File: src/rtl/l2_sqrt_stage.sv
// Integer square-root stage for the L2-norm pipeline: a small input FIFO feeding a
// restoring digit-by-digit engine (one root bit per clock). Optional rounding: L2_SQRT_ROUND_EN.
module l2_sqrt_stage #(
  parameter int IN_W       = 20,
  parameter int FIFO_DEPTH = 4
) (
  input  logic                clk,
  input  logic                reset,
  input  logic [IN_W-1:0]     f_in,
  input  logic                ovf_in,
  input  logic                valid_in,
  output logic [IN_W/2-1:0]   root,
  output logic                ovf_out,
  output logic                valid_out,
  output logic                busy,
  output logic                drop
);

  localparam int OUT_W = IN_W / 2;
  localparam int AW    = (FIFO_DEPTH > 1) ? $clog2(FIFO_DEPTH) : 1;
  localparam int EW    = IN_W + 1;
  localparam int RW    = OUT_W + 2;
  localparam int CW    = $clog2(OUT_W + 1);

  typedef enum logic {
    S_IDLE = 1'b0,
    S_CALC = 1'b1
  } state_t;

  // Handshake: valid_in is a one-cycle strobe with no ready; the FIFO absorbs
  // bursts and a strobe arriving while full (and not being freed) is reported via drop.
  // valid_out is a one-cycle strobe; root/ovf_out hold until the next strobe.

  state_t               state_q, state_d;
  logic [EW-1:0]        mem_q [FIFO_DEPTH];
  logic [AW-1:0]        wr_ptr_q, rd_ptr_q;
  logic [AW:0]          count_q;
  logic                 fifo_empty, fifo_full, push, pop;
  logic [EW-1:0]        head;

  logic [IN_W-1:0]      rad_q, rad_d;
  logic [RW-1:0]        rem_q, rem_d;
  logic [OUT_W-1:0]     acc_q, acc_d;
  logic [CW-1:0]        cnt_q, cnt_d;
  logic                 tag_q, tag_d;
  logic [OUT_W-1:0]     root_q, root_d;
  logic                 ovf_out_q, ovf_out_d;
  logic                 valid_out_q, valid_out_d;
  logic                 drop_q, drop_d;

  logic [RW+1:0]        rem_sh, trial;
  logic                 rem_ge;
  logic [RW-1:0]        rem_nx;
  logic [OUT_W-1:0]     acc_nx;
  logic                 last_iter;
  logic [OUT_W-1:0]     res;

  assign fifo_empty = (count_q == '0);
  assign fifo_full  = (count_q == (AW+1)'(FIFO_DEPTH));
  assign pop        = (state_q == S_IDLE) && !fifo_empty;
  // A pop in the same cycle frees a slot, so a push on a full FIFO is still accepted.
  assign push       = valid_in && (!fifo_full || pop);
  assign drop_d     = valid_in && fifo_full && !pop;
  assign head       = mem_q[rd_ptr_q];

  always_ff @(posedge clk) begin
    if (push) begin
      mem_q[wr_ptr_q] <= {ovf_in, f_in};
    end
  end

  always_ff @(posedge clk or posedge reset) begin
    if (reset) begin
      wr_ptr_q <= '0;
      rd_ptr_q <= '0;
      count_q  <= '0;
    end else begin
      if (push) wr_ptr_q <= wr_ptr_q + AW'(1);
      if (pop)  rd_ptr_q <= rd_ptr_q + AW'(1);
      case ({push, pop})
        2'b10:   count_q <= count_q + (AW+1)'(1);
        2'b01:   count_q <= count_q - (AW+1)'(1);
        default: count_q <= count_q;
      endcase
    end
  end

  // One restoring step; the widened intermediates keep the shifted remainder and
  // the trial divisor exact before the difference is stored back.
  always_comb begin
    rem_sh    = {rem_q, rad_q[IN_W-1 -: 2]};
    trial     = {2'b00, acc_q, 2'b01};
    rem_ge    = (rem_sh >= trial);
    rem_nx    = rem_ge ? RW'(rem_sh - trial) : RW'(rem_sh);
    acc_nx    = {acc_q[OUT_W-2:0], rem_ge};
    last_iter = (cnt_q == CW'(OUT_W - 1));
  end

`ifdef L2_SQRT_ROUND_EN
  // rem > acc means f exceeds acc^2 + acc, i.e. sqrt(f) >= acc + 0.5.
  always_comb begin
    res = acc_nx;
    if ((rem_nx > RW'(acc_nx)) && (acc_nx != '1)) begin
      res = acc_nx + OUT_W'(1);
    end
  end
`else
  always_comb begin
    res = acc_nx;
  end
`endif

  always_comb begin
    state_d     = state_q;
    rad_d       = rad_q;
    rem_d       = rem_q;
    acc_d       = acc_q;
    cnt_d       = cnt_q;
    tag_d       = tag_q;
    root_d      = root_q;
    ovf_out_d   = ovf_out_q;
    valid_out_d = 1'b0;
    case (state_q)
      S_IDLE: begin
        if (!fifo_empty) begin
          rad_d   = head[IN_W-1:0];
          rem_d   = '0;
          acc_d   = '0;
          cnt_d   = '0;
          tag_d   = head[IN_W];
          state_d = S_CALC;
        end
      end
      S_CALC: begin
        rad_d = rad_q << 2;
        rem_d = rem_nx;
        acc_d = acc_nx;
        cnt_d = cnt_q + CW'(1);
        if (last_iter) begin
          root_d      = tag_q ? '1 : res;
          ovf_out_d   = tag_q;
          valid_out_d = 1'b1;
          state_d     = S_IDLE;
        end
      end
      default: state_d = S_IDLE;
    endcase
  end

  always_ff @(posedge clk or posedge reset) begin
    if (reset) begin
      state_q     <= S_IDLE;
      rad_q       <= '0;
      rem_q       <= '0;
      acc_q       <= '0;
      cnt_q       <= '0;
      tag_q       <= 1'b0;
      root_q      <= '0;
      ovf_out_q   <= 1'b0;
      valid_out_q <= 1'b0;
      drop_q      <= 1'b0;
    end else begin
      state_q     <= state_d;
      rad_q       <= rad_d;
      rem_q       <= rem_d;
      acc_q       <= acc_d;
      cnt_q       <= cnt_d;
      tag_q       <= tag_d;
      root_q      <= root_d;
      ovf_out_q   <= ovf_out_d;
      valid_out_q <= valid_out_d;
      drop_q      <= drop_d;
    end
  end

  assign root      = root_q;
  assign ovf_out   = ovf_out_q;
  assign valid_out = valid_out_q;
  assign drop      = drop_q;
  assign busy      = (state_q == S_CALC) || !fifo_empty;

endmodule
File: config.mk
export PLATFORM = sky130hd
export DESIGN_NAME = l2_sqrt_stage
export DESIGN_NICKNAME = d
export VERILOG_FILES = /design/src/rtl/l2_sqrt_stage.sv
export SDC_FILE = /design/constraint.sdc
export NUM_CORES = 1
export LEC_CHECK = 0
export CAP_MARGIN = 40
export CORE_AREA = 2 2 118 120
export CTS_CLUSTER_DIAMETER = 40
export DETAILED_ROUTE_END_ITERATION = 12
export DIE_AREA = 0 0 120 122
export PLACE_DENSITY_LB_ADDON = 0.1
export SYNTH_ARGS = -nofsm -noshare
export SYNTH_HDL_FRONTEND = slang
export SYNTH_SLANG_ARGS = --single-unit
export TNS_END_PERCENT = 100
File: constraint.sdc
create_clock -name clk -period 5.4 [get_ports clk]
set_input_delay 1.08 -clock clk [delete_from_list [all_inputs] [get_ports clk]]
set_output_delay 1.08 -clock clk [all_outputs]
set_load 0.005 [all_outputs]
Yosys cells after proc, flatten, opt, wreduce, memory -nomap -nowiden
Memory sizes are Yosys's and may differ from the RTL's.
Index checks and enable logic that the tools add are counted.
- $add $sub $neg: 6
- $mul: 0
- divide/modulo/power cells: 0
- order comparisons: 1
- equal/unequal tests: 5
- shift-type cells: 0
- muxes and demuxes: 18
- bitwise gates (word level): 2
- reduce and logical (&&, ||, !) cells: 13
- operator list (cell ; count):
    one-hot mux 20 bit (2 select lines) ; 1
    2-to-1 mux 12 bit ; 2
    one-hot mux 12 bit (2 select lines) ; 1
    2-to-1 mux 10 bit ; 2
    2-to-1 mux 20 bit ; 1
    one-hot mux 10 bit (2 select lines) ; 1
    >= comparator 14 x 12 -> 1 bit ; 1
    subtractor 12 bit ; 1
    one-hot mux 4 bit (2 select lines) ; 1
    2-to-1 mux 1 bit ; 6
    one-hot mux 3 bit (2 select lines) ; 1
    adder 2 x 1 -> 2 bit, second input constant ; 2
    adder 4 x 1 -> 4 bit, second input constant ; 1
    equality test 4 bit, second input constant ; 1
    logical AND 1 bit ; 4
    2-to-1 mux 4 bit ; 1
    AND reduction 2 bit ; 2
    adder 3 x 1 -> 3 bit, second input constant ; 1
    equality test 3 bit, second input constant ; 1
    logical NOT 1 bit ; 3
    logical NOT 3 bit ; 1
    subtractor 3 x 1 -> 3 bit, second input constant ; 1
    equality test 2 x 1 -> 1 bit, second input constant ; 1
    equality test 2 bit, second input constant ; 1
    5 further kinds ; 7
- register bits: 68
- bits in latches: 0
- memory bits (writable): 84
- ROM bits: 0
- input bits: 24
- logic and storage cells: 59
- memories kept: 1
- memories (name ; words ; width ; rd ports ; clocked after Yosys merged registers in ; wr ports ; line ; RTL):
    mem_q ; 4 ; 21 ; 1 ; 0 ; 1 ; 35 ; logic [EW-1:0] mem_q [FIFO_DEPTH];

Longest topological paths before layout
Gate-level depths: netlist (run 1).
- word-level depth: 7
- depth in mapped cells: 10
- depth with buffers taken out: 9

Worst setup path before layout (run 1)
OpenSTA, ideal clock, no wires.
- kind: reg-to-output
- from: register count_q[0]
- to: output port busy
- data arrival time: 1.227 ns
- data required time: 4.320 ns
- setup slack: 3.093 ns
- stages on the path, launching flop included: 4
- path through: dfrtp_1 -> nor4_2 -> inv_2 -> clkbuf_1
- cells in the longest elaborated chain, start to end: 3
- RTL lines (element ; line ; RTL):
    start, declared ; 37 ; logic [AW:0] count_q;
    start signal, assigned ; 81 ; 2'b10: count_q <= count_q + (AW+1)'(1);
    start signal, assigned ; 82 ; 2'b01: count_q <= count_q - (AW+1)'(1);
    start signal, assigned ; 83 ; default: count_q <= count_q;
    logical NOT 3 bit ; 58 ; assign fifo_empty = (count_q == '0);
    logical NOT 1 bit ; 180 ; assign busy = (state_q == S_CALC) || !fifo_empty;
    logical OR 1 bit ; 180 ;
    end, declared ; 15 ; output logic busy,
No other way between the ends.

Worst setup path in the final report (run 1)
Ends and elaborated chain as after synthesis.

==> results of run 1 <==
## placed cells by master (no fill, tap or decap), types with 9 or more instances in the layout
cell,synthesis,routed
nand2_1,38,38
nor2_1,21,21
a21oi_1,9,9
o21ai_1,14,14
mux4_2,21,21
dfrtp_1,68,68
xnor2_1,9,9
inv_1,40,39
a222oi_1,18,18
clkbuf_16,0,17
ha_1,19,19
o22ai_1,10,10
edfxtp_1,84,84
clkdlybuf4s50_1,0,37
mux2i_1,11,11
o21ai_0,11,11
## metrics by stage
stage	cell area (um2)	hold WS, ns	util (%)	power [mW]	instances
finish	7710	0.482	57.1	4.74	695
detailed placement	7190	0.474	53.2	3.72	664
CTS	7710	0.487	57.1	4.80	695
global placement	7050	0.462	52.2	3.61	658
floorplan	6520	0.450	-	3.18	460
global route	7710	0.518	57.1	5.09	695
## layout make-up
type	instances	area [um2]
inverter	41	154
sequential	152	4220
fill	1112	5800
tap	180	225
clock buffer	20	437
clock inverter	11	83.8
multi-input combinational	244	2040
timing repair buffer	47	541
## worst reg2reg max path: cells and delay by family (launching register included)
| kind | cells | cell delay, ns |
|---|---|---|
| XOR/XNOR | 2 | 0.29 |
| adder cells (fa/ha/maj) | 2 | 0.57 |
| buffers and inverters | 2 | 0.27 |
| flip-flops | 1 | 0.59 |
| AND/OR/NAND/NOR | 3 | 0.59 |
## routing by layer
| metal | up-vias | GRT usage, % |
|---|---|---|
| met3 | 17 | 4.12 |
| met2 | 79 | 28.3 |
| met4 | 0 | 9.04 |
| met5 | - | 0 |
| li1 | 1817 | - |
| met1 | 1902 | 24.5 |
## worst max-delay path by stage
| stage | startpoint | to | slack (ns) |
|---|---|---|---|
| 2_1_floorplan | reset | acc_q[0] | 2.61 |
| 3_3_place_gp | valid_in | mem_q[1][14] | 2.42 |
| 3_5_place_dp | valid_in | count_q[2] | 2.51 |
| 4_1_cts | count_q[0] | busy | 2.47 |
| 5_1_grt | state_q | busy | 2.43 |
| 6_report | count_q[0] | busy | 2.50 |
## power groups by stage
stage	registers (mW)	logic (mW)	clock network [mW]
after global placement	1.88	1.73	0
after global routing	1.87	2.09	1.13
final	1.83	1.86	1.06
after detailed placement	1.85	1.87	0
after CTS	1.83	1.89	1.08
after floorplan	1.77	1.42	0
## registers in the layout, indices dropped and copies added (netlist names)
name	cells
mem_q	84
rd_ptr_q	2
rad_q	20
ovf_out	1
rem_q	12
valid_out	1
count_q	3
root	10
cnt_q	4
acc_q	10
drop	1
state_q	1
wr_ptr_q	2
tag_q	1
## logic make-up after synthesis
logic type | count (synthesis) | share of synthesized area [%]
xor gates and xnor gates | 15 | 2.01
buffers and inverters | 64 | 4.05
and+or+nand+nor | 90 | 6.52
muxes | 34 | 9.28
adders and majority gates | 20 | 3.95
AOI/OAI and AO/OA | 85 | 9.42
DFF | 152 | 64.8
==> run_results.csv, run 1 <==
group,metric,value,unit
power,p_per_area,616,nW/um2
worst_setup_path,critPathKind,"reg -> out",
clock_tree,cts_sinks,152,
synthesis,synth_area,6520,um2
clock_tree,cts-root-buf,"clkbuf_16",
min_path,hold_path_end,"root[4]",
worst_setup_path,worstSetupEndpointType,"output pin",
route,detail_route.vias_per_cell,5.49,
placement,port_buffers,37,
cells_and_area,nets,547,
clock_tree,path_clk_slew,0.06,ns
placement,place_ws,2.51,ns
route,drc_errors,0,
synthesis,ys.flop_type,"edfxtp_1",
synthesis,async_flop_share,44.7,%
worst_setup_path,cp_max_fo,12,
sta,setup_slack,2.50,ns
power,clkPwrFrac,22.3,%
power,cellLeakagePower,3.18,nW
clock_tree,numCtsBuffers,17,
grt,grt_pass1_vias,3788,
clock_tree,ctsHtreeMaxLevel,4,
route,antenna_left,0,
synthesis,yosys-top-cells-count,"edfxtp_1, dfrtp_1, inv_1, nand2_1",
cells_and_area,antenna_cells,0,
sta,min_period_over_period,53.6,%
min_path,hp-start,"root[4]",
worst_setup_path,critPathMaxStageDelay,0.47,ns
worst_setup_path,r2r_setup_slack,3.02,ns
floorplanning,coreArea,13500,um2
power,swShare,33.9,%
sta,fmax,0.345,GHz
route,met2WireLength,5770,um
route,routed.top_layer,"met4",
synthesis,synth_edf_count,84,
power,seq_power_share,38.5,%
sta,tns,0,ns
cells_and_area,areaGrowthSynthToFinish,18.2,%
sta,max-slew-margin-rel,49.2,%
grt,antenna_found_initial,0,
clock_tree,cts_tree,"built",
route,first_pass_iters,7,
synthesis,yosys.cell_types.count,51,
synthesis,synth_top_area_share,38.7,%
sta,setup_viol,0,
grt,grt-ovfl-total,0,
clock_tree,hold_buffers,0,
cells_and_area,drive_gt1_share,12.0,%
min_path,worstHoldPathCells,2,
floorplanning,die_x,120,um
synthesis,yosys-top-cells-area,"edfxtp_1, dfrtp_1, mux4_2",
power,intPower,3.13,mW
synthesis,synth_most_common_cell,"edfxtp_1",
placement,globalplace.congestion,0.780,
min_path,hold_path.class,"reg -> reg",
synthesis,syn-num-nets,504,
sta,tightest_slew,0.759,ns
synthesis,ys_ff_latch,152,
power,peakVddDrop,0.246,mV
worst_setup_path,cp.required,4.32,ns
clock_tree,clock_path_buffers,2,
route,drt_iter0_drc,277,
worst_setup_path,cp_top_family,"buffers and inverters",
worst_setup_path,path_cells,"nor4_4 > inv_2 > clkdlybuf4s50_1",
power,p_sw,1.61,mW
worst_setup_path,cp.arrival,1.82,ns
power,p_comb_share,39.2,%
clock_tree,postCtsSetupRepairBufs,0,
worst_setup_path,critPathBufInv,2,
worst_setup_path,critPathLaunchType,"flop",
status,outcome,"finished, final reports clean",
grt,grt_usage,18.3,%
sta,period_minus_slack,2.90,ns
synthesis,yosys.area.top_type,"edfxtp_1",
worst_setup_path,cp_slowest_cell,"clkdlybuf4s50_1",
floorplanning,dieArea,14600,um2
floorplanning,fp.dieH,122,um
route,avgRoutedWirePerCell,17.3,um
route,num_vias,3815,
route,wl_met1,5550,um
floorplanning,start_util,48.3,%
sta,rsz0062_at_grt,"false",
job,drv_cap,0,
synthesis,ys_seq_area_share,64.8,%
worst_setup_path,rr_worst_depth,9,
synthesis,synth-warning-count,0,
synthesis,synth_area_per_cell,14.2,um2
worst_setup_path,r2r-start,"state_q",
placement,hpwl,8190,um
floorplanning,rows,43,
sta,slew_violations,0,
clock_tree,cts_resized,0,
route,routed_wirelength,12100,um
grt,grt_max_degree,38,
synthesis,netlist_instances,460,
worst_setup_path,reg2reg_to,"count_q[2]",
worst_setup_path,cp_num_cells,3,
sta,finClkSkew,0.00632,ns
floorplanning,num_io_pins,38,
grt,grt_pass1_wl,20100,um
route,dr_wl_met3,474,um
clock_tree,clk_latency,0.42,ns
sta,hold_viol,0,
Power figures use the tool's default switching activity.
==> inputs of run 2 (changes only) <==
==> constraint.sdc (replaced) <==
create_clock -name clk -period 2.4 [get_ports clk]
set_input_delay 0.48 -clock clk [delete_from_list [all_inputs] [get_ports clk]]
set_output_delay 0.48 -clock clk [all_outputs]
set_load 0.005 [all_outputs]
==> run 2 against run 1 <==
  * Routed wire length is 1.4% higher
  * Final area is 0.81% higher
  * Largest power group is now registers
  * Clock power grew to 2.6 times the previous value
  * Sequential cell count stayed put
==> run_results.csv, run 2 (synthesized netlist as in run 1, its figures left out) <==
group,metric,value,unit
cells_and_area,largest_register,"mem_q",
sta,setup_viol,0,
clock_tree,cts_tree,"built",
floorplanning,rows,43,
worst_setup_path,critPathKind,"reg -> out",
clock_tree,path_clk_slew,0.06,ns
grt,grt_max_degree,35,
sta,fmax,0.431,GHz
min_path,hold_path.class,"in -> async",
placement,globalplace.congestion,0.808,
route,routed_wirelength,12200,um
cells_and_area,nFillCells,1076,
sta,tightest_slew,0.548,ns
worst_setup_path,cp_slowest_cell,"clkdlybuf4s50_1",
grt,grt_usage,18.5,%
floorplanning,num_io_pins,38,
sta,rsz0062_at_grt,"false",
sta,min_period_over_period,96.7,%
worst_setup_path,critPathMaxStageDelay,0.48,ns
sta,max-slew-margin-rel,63.4,%
placement,hpwl,7610,um
clock_tree,clock_path_buffers,2,
sta,tns,0,ns
worst_setup_path,cp.arrival,1.84,ns
worst_setup_path,cp.required,1.92,ns
floorplanning,die_x,120,um
status,outcome,"finished, final reports clean",
clock_tree,cts-root-buf,"clkbuf_16",
grt,grt_pass1_vias,3855,
worst_setup_path,cp_top_family,"buffers and inverters",
route,drt_iter0_drc,413,
grt,antenna_found_initial,0,
power,p_per_area,1400,nW/um2
clock_tree,clk_latency,0.43,ns
route,antenna_left,0,
worst_setup_path,path_cells,"nor4_4 > inv_2 > clkdlybuf4s50_1",
floorplanning,coreArea,13500,um2
route,first_pass_iters,6,
worst_setup_path,worstSetupEndpointType,"output pin",
route,num_vias,3842,
sta,finClkSkew,0.00696,ns
cells_and_area,final_common_cell,"edfxtp_1",
clock_tree,ctsHtreeMaxLevel,4,
sta,slew_violations,0,
cells_and_area,largest_register_ffs,84,
cells_and_area,areaGrowthSynthToFinish,19.1,%
cells_and_area,largestRegisters,"mem_q x84, rad_q x20, rem_q x12",
clock_tree,cts_sinks,152,
sta,setup_slack,0.0804,ns
cells_and_area,nets,553,
grt,grt-ovfl-total,0,
route,avgRoutedWirePerCell,17.4,um
sta,hold_viol,0,
cells_and_area,drive_gt1_share,14.6,%
clock_tree,hold_buffers,0,
worst_setup_path,critPathLaunchType,"flop",
cells_and_area,antenna_cells,0,
clock_tree,numCtsBuffers,17,
worst_setup_path,critPathBufInv,2,
power,peakVddDrop,0.570,mV
route,drc_errors,0,
placement,place_ws,0.152,ns
floorplanning,dieArea,14600,um2
power,cellLeakagePower,3.23,nW
cells_and_area,final_cell_mix,"edfxtp_1, dfrtp_1, inv_1",
floorplanning,fp.dieH,122,um
job,drv_cap,0,
worst_setup_path,cp_max_fo,9,
placement,port_buffers,37,
sta,period_minus_slack,2.32,ns
floorplanning,start_util,48.3,%
grt,grt_pass1_wl,20000,um
route,detail_route.vias_per_cell,5.47,
run 2: cell count changes in the layout (fill, tap and decap cells not counted), moves of 2 or more:
cell	before	now
buf_12	0	2
buf_16	4	0
buf_4	4	14
buf_8	2	0
clkbuf_1	3	0
clkbuf_8	0	2
clkinv_1	5	1
clkinv_2	2	0
inv_6	0	6
inv_8	0	2
run 2: worst paths after layout:
| kind | endpoint | slack (ns) | cells past startpoint | from |
|---|---|---|---|---|
| max in group asynchronous | rad_q[6] | 1.32 | 3 | reset |
| setup / recovery | busy | 0.08 | 3 | count_q[0] |
| hold reg to reg | root[4] | 0.48 | 2 | root[4] |
| setup reg to reg | rem_q[1] | 0.21 | 7 | rem_q[7] |
| min in group clk | root[4] | 0.48 | 2 | root[4] |
| hold / removal | acc_q[0] | 0.43 | 2 | reset |
run 2: per-stage QoR:
step                instance area, um2  total power, mW  instances  utilization (%)  hold slack, ns
floorplan                         6520             7.16        460                -           0.450
global route                      7770             11.7        702             57.5           0.472
detailed placement                7150             8.28        668             52.9           0.470
finish                            7770             10.9        702             57.5           0.430
CTS                               7750             11.0        700             57.4           0.440
global placement                  7150             8.17        668             52.9           0.461
run 2: metal layers:
metal / GRT usage [%] / share of wire, % / vias up
met2: 31.0 / 51 / 76
met5: 0 / 0 / -
met1: 23.0 / 43 / 1923
met3: 4.87 / 3.8 / 22
li1: - / - / 1821
met4: 7.65 / 2.2 / 0
run 2: layout make-up:
class                           instances  area (um2)  area share [%]
Clock inverter                         13         155            2.00
Sequential cell                       152        4220            54.4
Clock buffer                           19         453            5.83
Tap cell                              180         225            2.90
Timing Repair Buffer                   53         515            6.63
Multi-Input combinational cell        244        2040            26.3
Inverter                               41         154            1.98
run 2: timing repair:
action                                  CTS  global route
gates resized for setup                   0             0
buffers inserted                          0             2
endpoints found under the hold margin     0             0
endpoints found under the setup margin    0             1
run 2: where the power goes:
part | total, mW | switching [mW] | internal, mW
Clock | 2.72 | 1.11 | 1.62
Sequential | 4.10 | 0.483 | 3.62
Combinational | 4.08 | 2.11 | 1.97
